## src/rtl/spi_txn_sequencer.sv

```systemverilog
`default_nettype none
// ----------------------------------------------------------------------------
// spi_txn_sequencer: frames one command byte plus 0..3 read bytes over
// spi_master, owns chip select and assembles the read bytes MSB-first.
// Revision 1.0
// ----------------------------------------------------------------------------
module spi_txn_sequencer #(
  parameter int CS_SETUP_CYC = 4,
  parameter int CS_HOLD_CYC  = 4,
  parameter int TIMEOUT_CYC  = 1024
) (
  input  logic        i_clk,
  input  logic        i_rst_n,
  input  logic        i_req_valid,
  output logic        o_req_ready,
  input  logic [7:0]  i_req_cmd,
  input  logic [1:0]  i_req_nrd,
  output logic        o_rsp_valid,
  output logic [23:0] o_rsp_data,
  output logic        o_rsp_err,
  output logic        o_busy,
  output logic        o_cs_n,
  output logic        o_spi_start,
  output logic [7:0]  o_spi_data_in,
  input  logic        i_spi_busy,
  input  logic        i_spi_new_data,
  input  logic [7:0]  i_spi_data_out
);

  localparam int c_MAX_SH  = (CS_SETUP_CYC > CS_HOLD_CYC) ? CS_SETUP_CYC : CS_HOLD_CYC;
  localparam int c_MAX_CYC = (TIMEOUT_CYC > c_MAX_SH) ? TIMEOUT_CYC : c_MAX_SH;
  localparam int c_CNT_W   = $clog2(c_MAX_CYC + 1);

  localparam logic [c_CNT_W-1:0] c_SETUP_LAST = c_CNT_W'(CS_SETUP_CYC - 1);
  localparam logic [c_CNT_W-1:0] c_HOLD_LAST  = c_CNT_W'(CS_HOLD_CYC - 1);
  localparam logic [c_CNT_W-1:0] c_TO_LAST    = c_CNT_W'(TIMEOUT_CYC - 1);
  localparam logic [c_CNT_W-1:0] c_CNT_MAX    = {c_CNT_W{1'b1}};

  typedef enum logic [2:0] {
    S_IDLE  = 3'd0,
    S_SETUP = 3'd1,
    S_SEND  = 3'd2,
    S_WAIT  = 3'd3,
    S_HOLD  = 3'd4,
    S_DONE  = 3'd5
  } state_t;

  state_t              r_state;
  state_t              w_next;
  logic [c_CNT_W-1:0]  r_cnt;
  logic [7:0]          r_cmd;
  logic [1:0]          r_nrd;
  logic [1:0]          r_byte_idx;
  logic [23:0]         r_rsp_data;
  logic                r_rsp_err;
  logic                r_cs_n;
  logic                r_req_ready;
  logic [7:0]          r_spi_data_in;

  logic w_accept;
  logic w_setup_done;
  logic w_rx;
  logic w_last;
  logic w_timeout;
  logic w_hold_done;

  // r_req_ready is only ever set while IDLE, so it also qualifies the state
  assign w_accept     = r_req_ready & i_req_valid;
  assign w_setup_done = (r_state == S_SETUP) && (r_cnt == c_SETUP_LAST);
  assign w_rx         = (r_state == S_WAIT) && i_spi_new_data;
  assign w_last       = (r_byte_idx == r_nrd);
  assign w_timeout    = (r_state == S_WAIT) && !i_spi_new_data && (r_cnt == c_TO_LAST);
  assign w_hold_done  = (r_state == S_HOLD) && (r_cnt == c_HOLD_LAST);

  always_ff @(posedge i_clk or negedge i_rst_n) begin
    if (!i_rst_n) begin
      r_state <= S_IDLE;
    end else begin
      r_state <= w_next;
    end
  end

  // spi_start is decoded from state so a new byte can launch one clock after new_data
  always_comb begin
    w_next      = r_state;
    o_busy      = 1'b1;
    o_spi_start = 1'b0;
    o_rsp_valid = 1'b0;
    case (r_state)
      S_IDLE: begin
        o_busy = 1'b0;
        if (w_accept) begin
          w_next = S_SETUP;
        end
      end
      S_SETUP: begin
        if (w_setup_done) begin
          w_next = S_SEND;
        end
      end
      S_SEND: begin
        if (!i_spi_busy) begin
          o_spi_start = 1'b1;
          w_next      = S_WAIT;
        end
      end
      S_WAIT: begin
        if (i_spi_new_data) begin
          w_next = w_last ? S_HOLD : S_SEND;
        end else if (w_timeout) begin
          w_next = S_HOLD;
        end
      end
      S_HOLD: begin
        if (w_hold_done) begin
          w_next = S_DONE;
        end
      end
      S_DONE: begin
        o_rsp_valid = 1'b1;
        w_next      = S_IDLE;
      end
      default: begin
        w_next = S_IDLE;
      end
    endcase
  end

  always_ff @(posedge i_clk or negedge i_rst_n) begin
    if (!i_rst_n) begin
      r_cnt         <= '0;
      r_cmd         <= 8'h00;
      r_nrd         <= 2'd0;
      r_byte_idx    <= 2'd0;
      r_rsp_data    <= 24'h000000;
      r_rsp_err     <= 1'b0;
      r_cs_n        <= 1'b1;
      r_req_ready   <= 1'b0;
      r_spi_data_in <= 8'h00;
    end else begin
      r_req_ready <= (w_next == S_IDLE);

      // One counter serves setup, timeout and hold; it restarts on every state change
      if (w_next != r_state) begin
        r_cnt <= '0;
      end else if (r_cnt != c_CNT_MAX) begin
        r_cnt <= r_cnt + 1'b1;
      end

      if (w_accept) begin
        r_cmd      <= i_req_cmd;
        r_nrd      <= i_req_nrd;
        r_rsp_data <= 24'h000000;
        r_rsp_err  <= 1'b0;
        r_byte_idx <= 2'd0;
        r_cs_n     <= 1'b0;
      end

      if (w_setup_done) begin
        r_spi_data_in <= r_cmd;
      end

      if (w_rx) begin
        if (r_byte_idx != 2'd0) begin
          r_rsp_data <= {r_rsp_data[15:0], i_spi_data_out};
        end
        if (!w_last) begin
          r_byte_idx    <= r_byte_idx + 2'd1;
          r_spi_data_in <= 8'h00;
        end
      end

      if (w_timeout) begin
        r_rsp_err <= 1'b1;
      end

      if (w_hold_done) begin
        r_cs_n <= 1'b1;
      end
    end
  end

  assign o_req_ready   = r_req_ready;
  assign o_rsp_data    = r_rsp_data;
  assign o_rsp_err     = r_rsp_err;
  assign o_cs_n        = r_cs_n;
  assign o_spi_data_in = r_spi_data_in;

endmodule
`default_nettype wire

```

## config.mk

```make
export PLATFORM = sky130hd
export DESIGN_NAME = spi_txn_sequencer
export DESIGN_NICKNAME = d
export VERILOG_FILES = /design/src/rtl/spi_txn_sequencer.sv
export SDC_FILE = /design/constraint.sdc
export NUM_CORES = 1
export LEC_CHECK = 0
export ABC_AREA = 1
export ABC_CLOCK_PERIOD_IN_PS = 1650
export CORE_ASPECT_RATIO = 0.75
export CORE_MARGIN = 4
export CORE_UTILIZATION = 40
export DETAILED_ROUTE_END_ITERATION = 7
export PLACE_DENSITY = 0.68
export RECOVER_POWER = 100
export SYNTH_ARGS = -nofsm -noshare
export SYNTH_HDL_FRONTEND = slang
export SYNTH_SLANG_ARGS = --single-unit
export TNS_END_PERCENT = 1
```

## constraint.sdc

```tcl
create_clock -name i_clk -period 1.65 [get_ports i_clk]
set_input_delay 0.495 -clock i_clk [delete_from_list [all_inputs] [get_ports i_clk]]
set_output_delay 0.495 -clock i_clk [all_outputs]
set_load 0.005 [all_outputs]
```

# [Word-level counts from Yosys, hierarchy flattened]
# Cells that the tools add are included.
[word_totals] ff_bits=61 input_bits=23 output_inout_bits=38 word_cells=61
[op_classes] n_addsub=2 eq_ne=10 n_mux=26 bitwise_logic=1 reduce_logical=12
[ops] op="24-bit 2-to-1 mux" n=3
[ops] op="8-bit 2-to-1 mux" n=3
[ops] op="11-bit 2-to-1 mux" n=2
[ops] op="3-bit 2-to-1 mux" n=7
[ops] op="3-bit case mux with 5 select lines" n=1
[ops] op="11-bit by 1-bit adder with 11-bit output, second input constant" n=1
[ops] op="11-bit by 10-bit equality test with 1-bit output, second input constant" n=1
[ops] op="11-bit by 2-bit equality test with 1-bit output, second input constant" n=1
[ops] op="11-bit != test, second input constant" n=1
[ops] op="2-bit nonzero test" n=4
[ops] op="1-bit 2-to-1 mux" n=7
[ops] op="3-bit by 2-bit equality test with 1-bit output, second input constant" n=2
[ops] op="3-bit equality test, second input constant" n=2
[ops] op="3-bit logical NOT" n=2
[ops] op="2-bit 2-to-1 mux" n=3
[ops] op="1-bit logical AND" n=5
[ops] op="3-bit by 1-bit equality test with 1-bit output, second input constant" n=1
[ops] op="3-bit != test" n=1
[ops] op="2-bit by 1-bit adder with 2-bit output, second input constant" n=1
[ops] op="2-bit equality test" n=1
[ops] op="1-bit AND" n=1
[ops] op="1-bit logical NOT" n=1

# [Logic depth before layout (Yosys ltp)]
[depth] ltp_word=8 mapped_depth=13 depth_no_buf=13

# [Worst setup path before layout]
# OpenSTA, ideal clock, no wires.
[synth_timing] path_kind="reg-to-reg" startpoint="register r_cnt[0]" endpoint="register r_cnt[4]" arrival_ns=1.402 path_slack_ns=0.126 stages_incl_launch_ff=12 n_path_buf=1 path_cell_list="dfrtp_1 ha_1 inv_1 nor2_1 nand3_2 o21ai_1 nand4_4 nand2_2 nand2_2 nand2_2 buf_6 nor2_2"
[synth_between] elab_chain_cells=7 word_cells_on_any_way=16 classes_between="add/sub (1); eq/ne (4); mux (7); reduce/logical (4)"
[synth_rtl] item="from (decl)" line_no="50" rtl="logic [c_CNT_W-1:0] r_cnt;"
[synth_rtl] item="from (signal assigned)" line_no="147" rtl="r_cnt <= r_cnt + 1'b1;"
[synth_rtl] item="11-bit by 10-bit equality test with 1-bit output" line_no="72" rtl="assign w_timeout = (r_state == S_WAIT) && !i_spi_new_data && (r_cnt == c_TO_LAST);"
[synth_rtl] item="1-bit logical AND" line_no="72"
[synth_rtl] item="3-bit 2-to-1 mux" line_no="110" rtl="end else if (w_timeout) begin"
[synth_rtl] item="3-bit 2-to-1 mux" line_no="108" rtl="if (i_spi_new_data) begin"
[synth_rtl] item="3-bit case mux with 5 select lines (*)" line_no="89" rtl="case (r_state)"
[synth_rtl] item="via w_next[0]" line_no="49" rtl="state_t w_next;"
[synth_rtl] item="3-bit != test (*)" line_no="144" rtl="if (w_next != r_state) begin"
[synth_rtl] item="11-bit 2-to-1 mux / 2-bit nonzero test (equally long branches)"
# Mark *: on every way through the listed nets, which the timed path passes. The rest lies on a longest branch. The select of a mux whose other input is x is not followed.
# A chain may end at the register's enable or synchronous reset.

# [Worst setup path in the final report]
[layout_timing] startpoint="register r_state[1]" endpoint="register r_cnt[5]"
[layout_between] elab_chain_cells=8 word_cells_on_any_way=19 classes_between="eq/ne (5); mux (8); reduce/logical (6)"
[layout_rtl] item="from (decl)" line_no="48" rtl="state_t r_state;"
[layout_rtl] item="from (signal assigned)" line_no="79" rtl="r_state <= w_next;"
[layout_rtl] item="3-bit by 2-bit equality test with 1-bit output" line_no="72, 89"
[layout_rtl] item="1-bit logical AND (2 in series)" line_no="72"
[layout_rtl] item="3-bit 2-to-1 mux" line_no="110"
[layout_rtl] item="3-bit 2-to-1 mux" line_no="108"
[layout_rtl] item="3-bit case mux with 5 select lines" line_no="89"
[layout_rtl] item="3-bit != test (*)" line_no="144"
[layout_rtl] item="11-bit 2-to-1 mux / 2-bit nonzero test (equally long branches)"
# Mark *: on every way between the ends. The rest lies on a longest branch, timed or not.

==> out/results.tsv <==
metric	value	unit
outcome	finished, violations left	
failed_checks	negative setup slack	
most_frequent_cell_on_critical_path	sky130_fd_sc_hd__nor2_2	
cap_violations	0	
yosys_warnings	0	
layout.area.seq	1530	µm²
htreeDepth	3	
synth.lib_cells_used.distinct	31	
drt_first_pass_iters	4	
synth_area	2830	µm²
hold_path.class	reg2reg	
avg_inst_size_synth	8.43	µm²
first_global_vias	2286	
weighted_congestion_at_the_end_of_routability_driven_global_placement	0.824	
detailedPlace.worstSlack	-0.458	ns
clock_insertion_delay_worst_skew	0.34	ns
route.final.wire_length	7000	µm
timing.fmax	575	MHz
clkTransAtPathRegs	0.08	ns
initial_utilization	0.415	
final-setup-viol-count	11	
detail_route.drc_violations	0	
layout-area-overhead-vs-synth	38.3	%
syn_inst	336	
comb_power_share	0.401	
grt_use_total	0.170	
powerDensity	1370	nW/µm²
multi_input_area	1200	µm²
cp.arrival	1.97	ns
drive_above_1_share	0.212	
path_cells	buf_6, buf_4, nand3_1, nor2_2, a21oi_1, a31oi_4, nand2_4, clkbuf_16, nor2_2	
io_pins	61	
clock_tree.buffer_depth	2	
drt_via_density	4.87	
synth_top_flop_cell	sky130_fd_sc_hd__dfrtp_1	
synth_edf_count	0	
final.setup_skew	0.00898	ns
grt_pass1_wl	11300	µm
async_reset_ff_frac	1.00	
drt_iter0_markers	88	
finalWorstPathRequiredPeriod	1.74	ns
nets	445	
avgRoutedWirePerCell	13.7	µm
leakage	2.10	nW
antenna_violations_before_repair	0	
measured_slew_at_the_worst_slew_check_pin	1.35	ns
critPathCaptureType	flip-flop	
dp_hpwl	4680	µm
power_report.internal_total	0.00340	W
floorplan.core_area	6830	µm²
via_count	2477	
die_w	105	µm
die_area	8510	µm²
antennaDiodeCount	0	
rows	26	
crit_path_top_delay_cell	sky130_fd_sc_hd__dfrtp_1	
worst_setup_path_start_kind	flip-flop	
cts_tree	done	
critical_path_required	1.88	ns
power.switching_fraction	0.367	
critical-path-max-stage-delay	0.41	ns
switching_power_of_the_nets	0.00197	W
grt_overflow_total	0	
fin_worst_hold_slack	0.481	ns
power.share.clock	0.232	
ys_seq_area_frac	0.539	
vdd_drop_max	0.000667	V
timing.max_slew.rel_slack	0.102	
unrepaired_setup_endpoints_after_global_routing	yes	
die-height	80.9	µm
grt_start_max_net_pins	62	
cts.root.buffer_cell	sky130_fd_sc_hd__clkbuf_8	
finalMaxSlewViolations	0	
timing.critical_path.fanout_max	5	
detail-route-antenna-nets	0	
synth_fp_nets	361	
cts_num_sinks	61	
final.fill_count	649	
timing_hold_violations_final	0	
seq_power_share	0.368	
ys_seq_elements	61	
placement.io_buffers	60	
final_critical_path_setup_slack	-0.0878	ns
cts_inserted_buffers	9	
critPathKind	reg2reg	
final_min_period_over_clock_period	1.05	
-- worst paths after layout --
kind	from	to	slack, ns	cells after the start
max reg2reg	r_state[1]$_DFF_PN0_	r_cnt[5]$_DFFE_PN0P_	-0.09	9
max in group asynchronous	i_rst_n	r_cnt[9]$_DFFE_PN0P_	0.29	2
min in group asynchronous	i_rst_n	o_rsp_data[21]$_DFF_PN0_	0.54	2
max	r_state[1]$_DFF_PN0_	r_cnt[5]$_DFFE_PN0P_	-0.09	9
min reg2reg	o_cs_n$_DFFE_PN1P_	o_cs_n$_DFFE_PN1P_	0.48	2
min	o_cs_n$_DFFE_PN1P_	o_cs_n$_DFFE_PN1P_	0.48	2
-- through the flow --
| stage | cell area, µm² | util | TNS, ns | power (W) | cells |
|---|---|---|---|---|---|
| finish | 3920 | 0.574 | -0.833 | 0.00537 | 509 |
| CTS | 3840 | 0.562 | -0.281 | 0.00514 | 506 |
| global route | 3920 | 0.574 | -5.38 | 0.00573 | 509 |
| global placement | 3690 | 0.540 | -10.60 | 0.00392 | 489 |
| detailed placement | 3690 | 0.540 | -11.49 | 0.00396 | 489 |
| floorplan | 2830 | - | 0 | 0.00309 | 336 |
-- state kept, by name, summed over array words and instances (netlist names) --
signal / flops
o_req_ready: 1
o_cs_n: 1
o_spi_data_in: 8
r_state: 3
o_rsp_data: 24
r_cmd: 8
r_cnt: 11
r_byte_idx: 2
o_rsp_err: 1
r_nrd: 2
-- area by class of cell --
cell class,instances,area share
Clock buffer,11,0.0386
Timing Repair Buffer,87,0.204
Clock inverter,5,0.00862
Inverter,27,0.0265
Sequential cell,61,0.390
Tap cell,84,0.0268
Multi-Input combinational cell,234,0.305
-- Yosys cell counts, types with 2 or more instances --
cell,count,area (µm²)
sky130_fd_sc_hd__clkbuf_1,5,18.8
sky130_fd_sc_hd__inv_2,6,22.5
sky130_fd_sc_hd__nor3_1,5,25.0
sky130_fd_sc_hd__nand4_1,3,18.8
sky130_fd_sc_hd__ha_1,2,25.0
sky130_fd_sc_hd__dfrtp_1,60,1500
sky130_fd_sc_hd__nand2_1,82,308
sky130_fd_sc_hd__o21ai_1,2,10.0
sky130_fd_sc_hd__nand2_2,7,43.8
sky130_fd_sc_hd__buf_1,2,7.51
sky130_fd_sc_hd__o21ai_0,15,75.1
sky130_fd_sc_hd__nor2_2,14,87.6
sky130_fd_sc_hd__nand3_1,60,300
sky130_fd_sc_hd__buf_2,5,25.0
sky130_fd_sc_hd__inv_1,20,75.1
sky130_fd_sc_hd__xnor2_1,2,17.5
sky130_fd_sc_hd__xor2_1,2,17.5
sky130_fd_sc_hd__nor2_1,31,116
-- metal layers --
layer	track usage	up-vias	share of wire
met4	0.0721	0	0.017
met3	0.0437	11	0.044
met5	0	-	0
met1	0.235	1149	0.47
met2	0.254	58	0.47
li1	-	1259	-
-- cells in the final DEF, fill, tap and decap left out, types with 2 or more instances in the layout --
cell | synthesis | layout
sky130_fd_sc_hd__nand2_4 | 1 | 3
sky130_fd_sc_hd__nand3_1 | 60 | 58
sky130_fd_sc_hd__dlygate4sd2_1 | 0 | 34
sky130_fd_sc_hd__o21ai_1 | 2 | 3
sky130_fd_sc_hd__xnor2_1 | 2 | 2
sky130_fd_sc_hd__nand2_1 | 82 | 80
sky130_fd_sc_hd__clkbuf_8 | 0 | 11
sky130_fd_sc_hd__buf_2 | 5 | 3
sky130_fd_sc_hd__buf_4 | 1 | 19
sky130_fd_sc_hd__buf_6 | 1 | 2
sky130_fd_sc_hd__nand3_2 | 1 | 3
sky130_fd_sc_hd__clkdlybuf4s50_1 | 0 | 20
sky130_fd_sc_hd__clkinvlp_4 | 0 | 2
sky130_fd_sc_hd__nand4_1 | 3 | 3
sky130_fd_sc_hd__nor2_4 | 1 | 2
sky130_fd_sc_hd__buf_12 | 0 | 3
sky130_fd_sc_hd__dfrtp_1 | 60 | 60
sky130_fd_sc_hd__inv_1 | 20 | 19
sky130_fd_sc_hd__xor2_1 | 2 | 2
sky130_fd_sc_hd__nand2_2 | 7 | 7
sky130_fd_sc_hd__nor3_1 | 5 | 3
sky130_fd_sc_hd__clkinv_2 | 0 | 2
sky130_fd_sc_hd__nor2_2 | 14 | 15
sky130_fd_sc_hd__o21ai_0 | 15 | 14
sky130_fd_sc_hd__nor3_2 | 0 | 2
sky130_fd_sc_hd__clkbuf_2 | 0 | 3
sky130_fd_sc_hd__inv_2 | 6 | 6
sky130_fd_sc_hd__nor2_1 | 31 | 29
-- worst max-delay path: cells and delay by family (launching register included) --
family                 cells  cell delay [ns]
AO/OA/AOI/OAI              2             0.45
flip-flops                 1             0.41
buffers and inverters      3             0.43
AND/OR/NAND/NOR            4             0.33
-- cells by family after synthesis --
kind of cell               Yosys count  synth area share
AOI/OAI and AO/OA                   20            0.0366
xor gates and xnor gates             4            0.0124
adders and majority gates            2           0.00883
buffers and inverters               41            0.0605
DFF                                 61             0.539
muxes                                1           0.00353
and+or+nand+nor                    207             0.339
-- repair_timing --
action	CTS	global route
setup endpoints to repair	38	25
hold buffers	0	0
pin swaps	0	9
buffers inserted	1	2
gates cloned	0	1
hold endpoints to repair	0	0
gates resized for setup	43	22
-- power by group through the flow --
stage / Sequential [W] / Combinational [W] / Clock, W
3_3_place_gp: 0.00199 / 0.00192 / 0
6_report: 0.00197 / 0.00215 / 0.00124
4_1_cts: 0.00196 / 0.00191 / 0.00128
5_1_grt: 0.00201 / 0.00237 / 0.00134
3_5_place_dp: 0.00200 / 0.00196 / 0
2_1_floorplan: 0.00199 / 0.00109 / 0
No activity file was read; power rests on OpenSTA's default activity.
